**config.mk**
```make
export PLATFORM = sky130hd
export DESIGN_NAME = sig_sync_filter
export DESIGN_NICKNAME = d
export VERILOG_FILES = /design/src/rtl/dpll_pkg.sv /design/src/rtl/sig_filter_ch.sv /design/src/rtl/sig_sync_filter.sv
export SDC_FILE = /design/constraint.sdc
export NUM_CORES = 1
export LEC_CHECK = 0
export CAP_MARGIN = 20
export CORE_AREA = 2 2 39 41
export CTS_CLUSTER_DIAMETER = 200
export DETAILED_ROUTE_END_ITERATION = 8
export DIE_AREA = 0 0 41 43
export DONT_BUFFER_PORTS = 1
export GPL_TIMING_DRIVEN = 0
export MAX_ROUTING_LAYER = met4
export SYNTH_ARGS = -nofsm -noshare
export SYNTH_HDL_FRONTEND = slang
export SYNTH_SLANG_ARGS = --single-unit
```
**constraint.sdc**
```tcl
create_clock -name clk -period 1.35 [get_ports clk]
set_clock_uncertainty 0.1 [all_clocks]
set_input_delay 0.27 -clock clk [delete_from_list [all_inputs] [get_ports clk]]
set_output_delay 0.27 -clock clk [all_outputs]
set_load 0.01 [all_outputs]
```
**src/rtl/dpll_pkg.sv**
```systemverilog
// Shared DPLL front-end definitions: default conditioner depths and a
// constant clog2 for sizing counters at elaboration time.
package dpll_pkg;

    localparam int unsigned SYNC_STAGES_DEF = 2;
    localparam int unsigned FILT_CNT_DEF    = 4;

    // Smallest r with 2**r >= v; used only in constant expressions.
    function automatic int unsigned clog2(input int unsigned v);
        int unsigned r;
        r = 0;
        for (int unsigned i = 0; i < 32; i++) begin
            if ((64'd1 << i) < 64'(v)) begin
                r = i + 1;
            end
        end
        return r;
    endfunction

endpackage

```
**src/rtl/sig_filter_ch.sv**
```systemverilog
// One conditioner channel: N-flop synchroniser, stable-count glitch filter,
// registered level with rise/fall strobes and a sticky glitch flag.
module sig_filter_ch
    import dpll_pkg::*;
#(
    parameter int unsigned SYNC_STAGES = SYNC_STAGES_DEF,
    parameter int unsigned FILT_CNT    = FILT_CNT_DEF
) (
    input  logic clk,
    input  logic reset,
    input  logic en,
    input  logic sig_in,
    input  logic clr_glitch,
    output logic sig_out,
    output logic rise,
    output logic fall,
    output logic glitch
);

    localparam int unsigned      CNT_W    = clog2(FILT_CNT + 1);
    localparam logic [CNT_W-1:0] CNT_LAST = CNT_W'(FILT_CNT - 1);

    logic [SYNC_STAGES-1:0] sync_q;
    logic                   s;
    logic [CNT_W-1:0]       cnt_q;
    logic [CNT_W-1:0]       cnt_d;
    logic                   out_d;
    logic                   rise_d;
    logic                   fall_d;
    logic                   glitch_d;

    assign s = sync_q[SYNC_STAGES-1];

    // A level is accepted after FILT_CNT consecutive differing samples; an
    // early return to the current level is reported as a glitch.
    always_comb begin
        cnt_d    = cnt_q;
        out_d    = sig_out;
        rise_d   = 1'b0;
        fall_d   = 1'b0;
        glitch_d = glitch;
        if (clr_glitch) begin
            glitch_d = 1'b0;
        end
        if (en) begin
            if (s == sig_out) begin
                cnt_d = '0;
                if (cnt_q != '0) begin
                    glitch_d = 1'b1;
                end
            end else if (cnt_q == CNT_LAST) begin
                out_d  = s;
                cnt_d  = '0;
                rise_d = s;
                fall_d = ~s;
            end else begin
                cnt_d = cnt_q + CNT_W'(1);
            end
        end
    end

    // Synchroniser shifts regardless of en.
    always_ff @(posedge clk) begin
        if (reset) begin
            sync_q  <= '0;
            cnt_q   <= '0;
            sig_out <= 1'b0;
            rise    <= 1'b0;
            fall    <= 1'b0;
            glitch  <= 1'b0;
        end else begin
            sync_q  <= {sync_q[SYNC_STAGES-2:0], sig_in};
            cnt_q   <= cnt_d;
            sig_out <= out_d;
            rise    <= rise_d;
            fall    <= fall_d;
            glitch  <= glitch_d;
        end
    end

endmodule

```
**src/rtl/sig_sync_filter.sv**
```systemverilog
// WIDTH-channel input conditioner for the DPLL front end; channels are
// fully independent copies of sig_filter_ch.
module sig_sync_filter
    import dpll_pkg::*;
#(
    parameter int unsigned WIDTH       = 1,
    parameter int unsigned SYNC_STAGES = SYNC_STAGES_DEF,
    parameter int unsigned FILT_CNT    = FILT_CNT_DEF
) (
    input  logic             clk,
    input  logic             reset,
    input  logic             en,
    input  logic [WIDTH-1:0] sigIn,
    input  logic [WIDTH-1:0] clr_glitch,
    output logic [WIDTH-1:0] sigOut,
    output logic [WIDTH-1:0] sigOut_n,
    output logic [WIDTH-1:0] rise,
    output logic [WIDTH-1:0] fall,
    output logic [WIDTH-1:0] glitch
);

    for (genvar i = 0; i < int'(WIDTH); i++) begin : g_ch
        sig_filter_ch #(
            .SYNC_STAGES(SYNC_STAGES),
            .FILT_CNT   (FILT_CNT)
        ) u_ch (
            .clk       (clk),
            .reset     (reset),
            .en        (en),
            .sig_in    (sigIn[i]),
            .clr_glitch(clr_glitch[i]),
            .sig_out   (sigOut[i]),
            .rise      (rise[i]),
            .fall      (fall[i]),
            .glitch    (glitch[i])
        );
    end

    // Complement is taken straight from the registered level.
    assign sigOut_n = ~sigOut;

endmodule

```
==> results_dict.tcl, run 1 <==
set metrics [dict create \
    ir_drop_v 0.000473 \
    hold_path.class "in -> reg" \
    status "finished, final reports clean" \
    rsz0062_at_grt "no" \
    drt-initial-drc-count 0 \
    clock-sinks 9 \
    drtPass1Iterations 1 \
    min_period_over_period_pct 87.1 \
    clkTransAtPathRegs_ns 0.06 \
    io_buffers 0 \
    syn_nets 44 \
    wl_per_cell_um 9.89 \
    critPathArrivalTime_ns 1.21 \
    preCtsSetupSlack_ns 0.170 \
    yosysMostFrequentCell "dfxtp_1" \
    combPwrFrac_pct 3.0 \
    p_leak_nw 0.164 \
    hold_viol_final 0 \
    place_congestion 0.650 \
    critPathMaxFanout 3 \
    cts_post_setup_buffers_inserted 0 \
    fmax_ghz 0.850 \
    grt_start_max_net_pins 10 \
    synth_area_um2 363 \
    dieArea_um2 1760 \
    cts_htree_levels 1 \
    slew_violations 0 \
    seqPwrFrac_pct 55.5 \
    worstMarginPinSlew_ns 0.353 \
    area_growth_pct 13.1 \
    die_x_um 41 \
    relSlewSlack_pct 76.5 \
    p_switching_uw 100 \
    fin_tns_setup_ns 0 \
    antenna_found_initial 0 \
    whs_ns 0.0403 \
    worstPathRequired_ns 1.38 \
    grt_pass1_wl_um 952 \
    clk_latency_ns 0.26 \
    layout.nets 49 \
    synth_area_leaders "dfxtp_1, ha_1, inv_1" \
    core_um2 1380 \
    cellPowerDensity_nw_per_um2 1200 \
    fillers 158 \
    ctsResizeCount 0 \
    ctsHoldBuffers 0 \
    dpl.hpwl_um 437 \
    drv_cap 0 \
    drive_above_1_share_pct 9.76 \
    drt_wl_total_um 564 \
    register_area_um2 181 \
    clockPowerShare_pct 41.5 \
    rows 14 \
    synthTopCellsByCount "dfxtp_1, inv_1, nand2b_1" \
    clock-root-buffer "clkbuf_4" \
    power.internal_uw 390 \
    stdcell_area_um2 410 \
    avgSynthCellArea_um2 9.81 \
    timing.final.ws_setup_ns 0.174 \
    track_usage_pct 8.87 \
    die_y_um 43 \
    netlist-cell-type-count 19 \
    yosysSeqAreaShare_pct 49.7 \
    async_flop_share_pct 0 \
    antenna_cells 0 \
    ant_nets 0 \
    setup_viol 0 \
    switching_share_pct 20.5 \
    synth_cells 37 \
    fin_crit_ns 1.18 \
    io_pins 10 \
    clock_path_buffers 2 \
    drcViolationCount 0 \
    synth_ff_type "dfxtp_1" \
    synth-edff-count 0 \
    num_vias 263 \
    critPathKind "reg -> reg" \
    multi_input_area_um2 160 \
    first_global_vias 241 \
    ys.warnings.count 0 \
    ys_seq_elements 9 \
    placed_cell_area_um2 383 \
    start_kind "flop" \
    yosys.area.top_type "dfxtp_1" \
    numCtsBuffers 3 \
    cts_tree "done" \
    gr-total-overflow 0 \
    initial_core_util_pct 26.2 \
    vias_per_cell 4.61 \
    yosys.area.top_type_share_pct 49.7 \
    crit_path_end_kind "flop" \
]
[through the flow]
stage | std cells | total power, mW | utilization [%]
floorplan | 37 | 0.290 | -
global placement | 53 | 0.294 | 27.7
detailed placement | 53 | 0.294 | 27.7
CTS | 57 | 0.502 | 29.6
global route | 57 | 0.517 | 29.7
finish | 57 | 0.491 | 29.7
[cells by family (layout without fill, tap and decap cells)]
kind of cell               after synthesis  in the layout  share of synthesized area (%)
xor gates and xnor gates                 2              2                           4.83
adders and majority gates                2              2                           6.90
muxes                                    1              1                           2.76
AOI/OAI and AO/OA                        5              5                           8.97
DFF                                      9              9                           49.7
and+or+nand+nor                         12             12                           20.7
buffers and inverters                    6             10                           6.21
[registers in the layout, indices dropped and copies added, names as in the netlist]
| name | count |
|---|---|
| g_ch.u_ch.fall | 1 |
| g_ch.u_ch.sync_q | 2 |
| g_ch.u_ch.cnt_q | 3 |
| g_ch.u_ch.glitch | 1 |
| g_ch.u_ch.sig_out | 1 |
| g_ch.u_ch.rise | 1 |
[power groups by stage]
| stage | Sequential [mW] | Clock [mW] | Combinational [mW] |
|---|---|---|---|
| final | 0.273 | 0.204 | 0.0146 |
| after global routing | 0.273 | 0.227 | 0.0171 |
| after CTS | 0.272 | 0.214 | 0.0153 |
| after detailed placement | 0.278 | 0 | 0.0152 |
| after global placement | 0.278 | 0 | 0.0152 |
| after floorplan | 0.278 | 0 | 0.0126 |
[critical path: stages (launching register included)]
cell and delay, ns:
dfxtp_1 0.32, ha_1 0.23, nand3b_1 0.15, mux2i_1 0.19, nor2_1 0.06
[routing by layer]
layer  global-route usage, %  share of wire [%]  up-vias
li1                        -                  -      133
met1                    9.39                 44      117
met2                    11.3                 45       10
met3                    6.28                9.4        3
met4                    6.00                2.0        0
met5                       -                  0        -
[placed cells by master, fill, tap and decap left out, drive strengths merged]
cell type / n
a21oi: 2
o2111ai: 1
ha: 2
mux2i: 1
inv: 5
xnor2: 1
nor2: 2
nand3b: 1
a32oi: 1
nor4b: 1
dfxtp: 9
o21ai: 1
nand2b: 3
clkbuf: 5
nand3: 1
and3b: 1
nor4: 1
xor2: 1
nor2b: 2
[layout make-up]
class                   instances  share of cell area (%)
well taps                      16                    4.88
flip-flops and latches          9                    44.2
plain buffers                   1                   0.915
inverters                       5                    4.57
clock buffers                   4                    6.40
multi-input cells              22                    39.0
[worst paths after layout]
kind                                        startpoint                     end  slack, ns  cells past startpoint
worst min-delay path                             sigIn  g_ch[0].u_ch.sync_q[0]       0.04                      1
worst max register to register   g_ch[0].u_ch.cnt_q[0]    g_ch[0].u_ch.sig_out       0.17                      4
worst max-delay path             g_ch[0].u_ch.cnt_q[0]    g_ch[0].u_ch.sig_out       0.17                      4
worst min register to register  g_ch[0].u_ch.sync_q[0]  g_ch[0].u_ch.sync_q[1]       0.34                      1
Note: power is estimated with default switching activity, not from simulation.
==> run 2: changes to the inputs <==
--- a/config.mk
+++ b/config.mk
@@ -14,3 +14,2 @@
 export GPL_TIMING_DRIVEN = 0
-export MAX_ROUTING_LAYER = met4
 export SYNTH_ARGS = -nofsm -noshare
--- a/constraint.sdc
+++ b/constraint.sdc
@@ -4,2 +4,2 @@
 set_output_delay 0.27 -clock clk [all_outputs]
-set_load 0.01 [all_outputs]
+set_load 0.02 [all_outputs]
==> results of run 2 <==
The final DEF is identical to that of run 1. Status: finished, final reports clean.
Main changes from that run: final weighted congestion in routability-driven placement 0.650 -> 0.644; setup slack after placement 0.170 ns -> 0.100 ns; number of gates resized after CTS 0 -> 1; overall routing resource usage 8.87% -> 8.65%; setup slack after layout 0.174 ns -> 0.103 ns; start point of the critical path g_ch[0].u_ch.cnt_q[0] -> g_ch[0].u_ch.sig_out; end point of the critical path g_ch[0].u_ch.sig_out -> sigOut_n
==> run 3: changes to the inputs <==
--- a/config.mk
+++ b/config.mk
@@ -14,2 +14,3 @@
 export GPL_TIMING_DRIVEN = 0
+export SKIP_LAST_GASP = 1
 export SYNTH_ARGS = -nofsm -noshare
==> constraint.sdc (replaced) <==
create_clock -name clk -period 1.35 [get_ports clk]
set_clock_uncertainty 0.1 [all_clocks]
set_input_delay 0.2025 -clock clk [delete_from_list [all_inputs] [get_ports clk]]
set_output_delay 0.2025 -clock clk [all_outputs]
set_load 0.02 [all_outputs]
==> results_dict.tcl, run 3 (same netlist as run 1, synthesis figures left out) <==
set metrics [dict create \
    status "finished, final reports clean" \
    numCtsBuffers 3 \
    layout_commonest_cell "dfxtp_1" \
    critPathKind "reg -> out" \
    critPathMaxFanout 6 \
    reg.largest.list "g_ch.u_ch.cnt_q (3), g_ch.u_ch.sync_q (2)" \
    cp_cell_sequence "inv_1" \
    dieArea_um2 1760 \
    worstPathRequired_ns 1.05 \
    first_global_vias 241 \
    clock-sinks 9 \
    antenna_cells 0 \
    clk_latency_ns 0.26 \
    seqPwrFrac_pct 54.8 \
    rsz0062_at_grt "no" \
    p_leak_nw 0.172 \
    ant_nets 0 \
    worst_path_max_delay_cell "dfxtp_2" \
    crit_buf_inv 1 \
    total_power_uw 497 \
    initial_core_util_pct 26.2 \
    drtPass1Iterations 2 \
    io_buffers 0 \
    fillers 157 \
    slew_violations 0 \
    critPathArrivalTime_ns 0.88 \
    core_um2 1380 \
    combPwrFrac_pct 3.9 \
    cts_post_setup_buffers_inserted 0 \
    place_congestion 0.644 \
    setup_viol 0 \
    power.internal_uw 394 \
    rows 14 \
    drt-initial-drc-count 1 \
    hold_viol_final 0 \
    drcViolationCount 0 \
    cts_tree "done" \
    register_area_um2 181 \
    clock-root-buffer "clkbuf_4" \
    fmax_ghz 0.845 \
    grt_pass1_wl_um 959 \
    cts_htree_levels 1 \
    clockPowerShare_pct 41.2 \
    die_y_um 43 \
    largest_reg_flops 3 \
    num_vias 270 \
    switching_share_pct 20.7 \
    drt_wl_total_um 595 \
    fin_tns_setup_ns 0 \
    crit_family "flip-flops" \
    hold_path.class "in -> reg" \
    dpl.hpwl_um 437 \
    gr-total-overflow 0 \
    multi_input_area_um2 160 \
    wl_per_cell_um 10.1 \
    cellPowerDensity_nw_per_um2 1160 \
    relSlewSlack_pct 76.9 \
    vias_per_cell 4.58 \
    worstMarginPinSlew_ns 0.346 \
    start_kind "flop" \
    drv_cap 0 \
    most-common-layout-cells "dfxtp_1, inv_1, nand2b_1, clkbuf_4" \
    antenna_found_initial 0 \
    clock_path_buffers 2 \
    fin_crit_ns 1.18 \
    ir_drop_v 0.000475 \
    area_growth_pct 18.6 \
    min_period_over_period_pct 87.7 \
    slowest_delay_ns 0.45 \
    layout.nets 51 \
    clkTransAtPathRegs_ns 0.06 \
    grt_start_max_net_pins 10 \
    track_usage_pct 8.75 \
    drive_above_1_share_pct 9.30 \
    top_register "g_ch.u_ch.cnt_q" \
    die_x_um 41 \
    io_pins 10 \
    p_switching_uw 103 \
    crit_path_end_kind "output pin" \
]
==> run 3: cell count changes in the layout (fill, tap and decap cells not counted), sizes merged <==
| cell | change |
|---|---|
| dlygate4sd3 | +2 |
==> run 3: final cells by class <==
type / count / area share (%)
timing repair buffer: 2 / 4.65
inverter: 5 / 4.36
clock buffer: 4 / 6.10
tap: 16 / 4.65
multi-input combinational: 22 / 37.2
sequential: 9 / 42.2
buffer: 1 / 0.872
==> run 3: metrics by stage <==
stage               std cells  hold WS (ns)  setup WS, ns  utilization (%)  area [um^2]
detailed placement         53         0.241         0.100             27.7          383
finish                     59        0.0151         0.166             31.1          430
CTS                        59        0.0127         0.156             31.1          430
global route               59        0.0193        0.0803             31.1          430
floorplan                  37         0.231         0.191                -          363
global placement           53         0.237         0.103             27.7          383
==> run 3: power by group through the flow <==
stage	Sequential (mW)	Combinational, mW	Clock, mW
3_5_place_dp	0.279	0.0152	0
2_1_floorplan	0.278	0.0126	0
5_1_grt	0.273	0.0218	0.226
6_report	0.273	0.0194	0.205
4_1_cts	0.273	0.0200	0.214
3_3_place_gp	0.279	0.0152	0
==> run 3: repair_timing <==
action,in CTS,in global routing
hold buffers,2,0
hold endpoints to repair,2,0
endpoints found under the setup margin,1,0
gates resized for setup,1,0
==> run 3: path summary, 6_finish.rpt <==
path	from	end	slack [ns]	depth (start not counted)
worst min-delay path	en	g_ch[0].u_ch.glitch	0.02	2
worst max register to register	g_ch[0].u_ch.cnt_q[0]	g_ch[0].u_ch.sig_out	0.17	4
worst min register to register	g_ch[0].u_ch.sync_q[0]	g_ch[0].u_ch.sync_q[1]	0.34	1
worst max-delay path	g_ch[0].u_ch.sig_out	sigOut_n	0.17	1
==> run 3: metal layers <==
metal | wire length [um] | share of wire, % | up-vias | track usage, %
met5 | 0 | 0 | - | 0
met4 | 11 | 1.8 | 0 | 6.00
met3 | 57 | 9.6 | 3 | 6.28
met2 | 253 | 43 | 10 | 10.9
met1 | 273 | 46 | 121 | 10.0
li1 | - | - | 136 | -
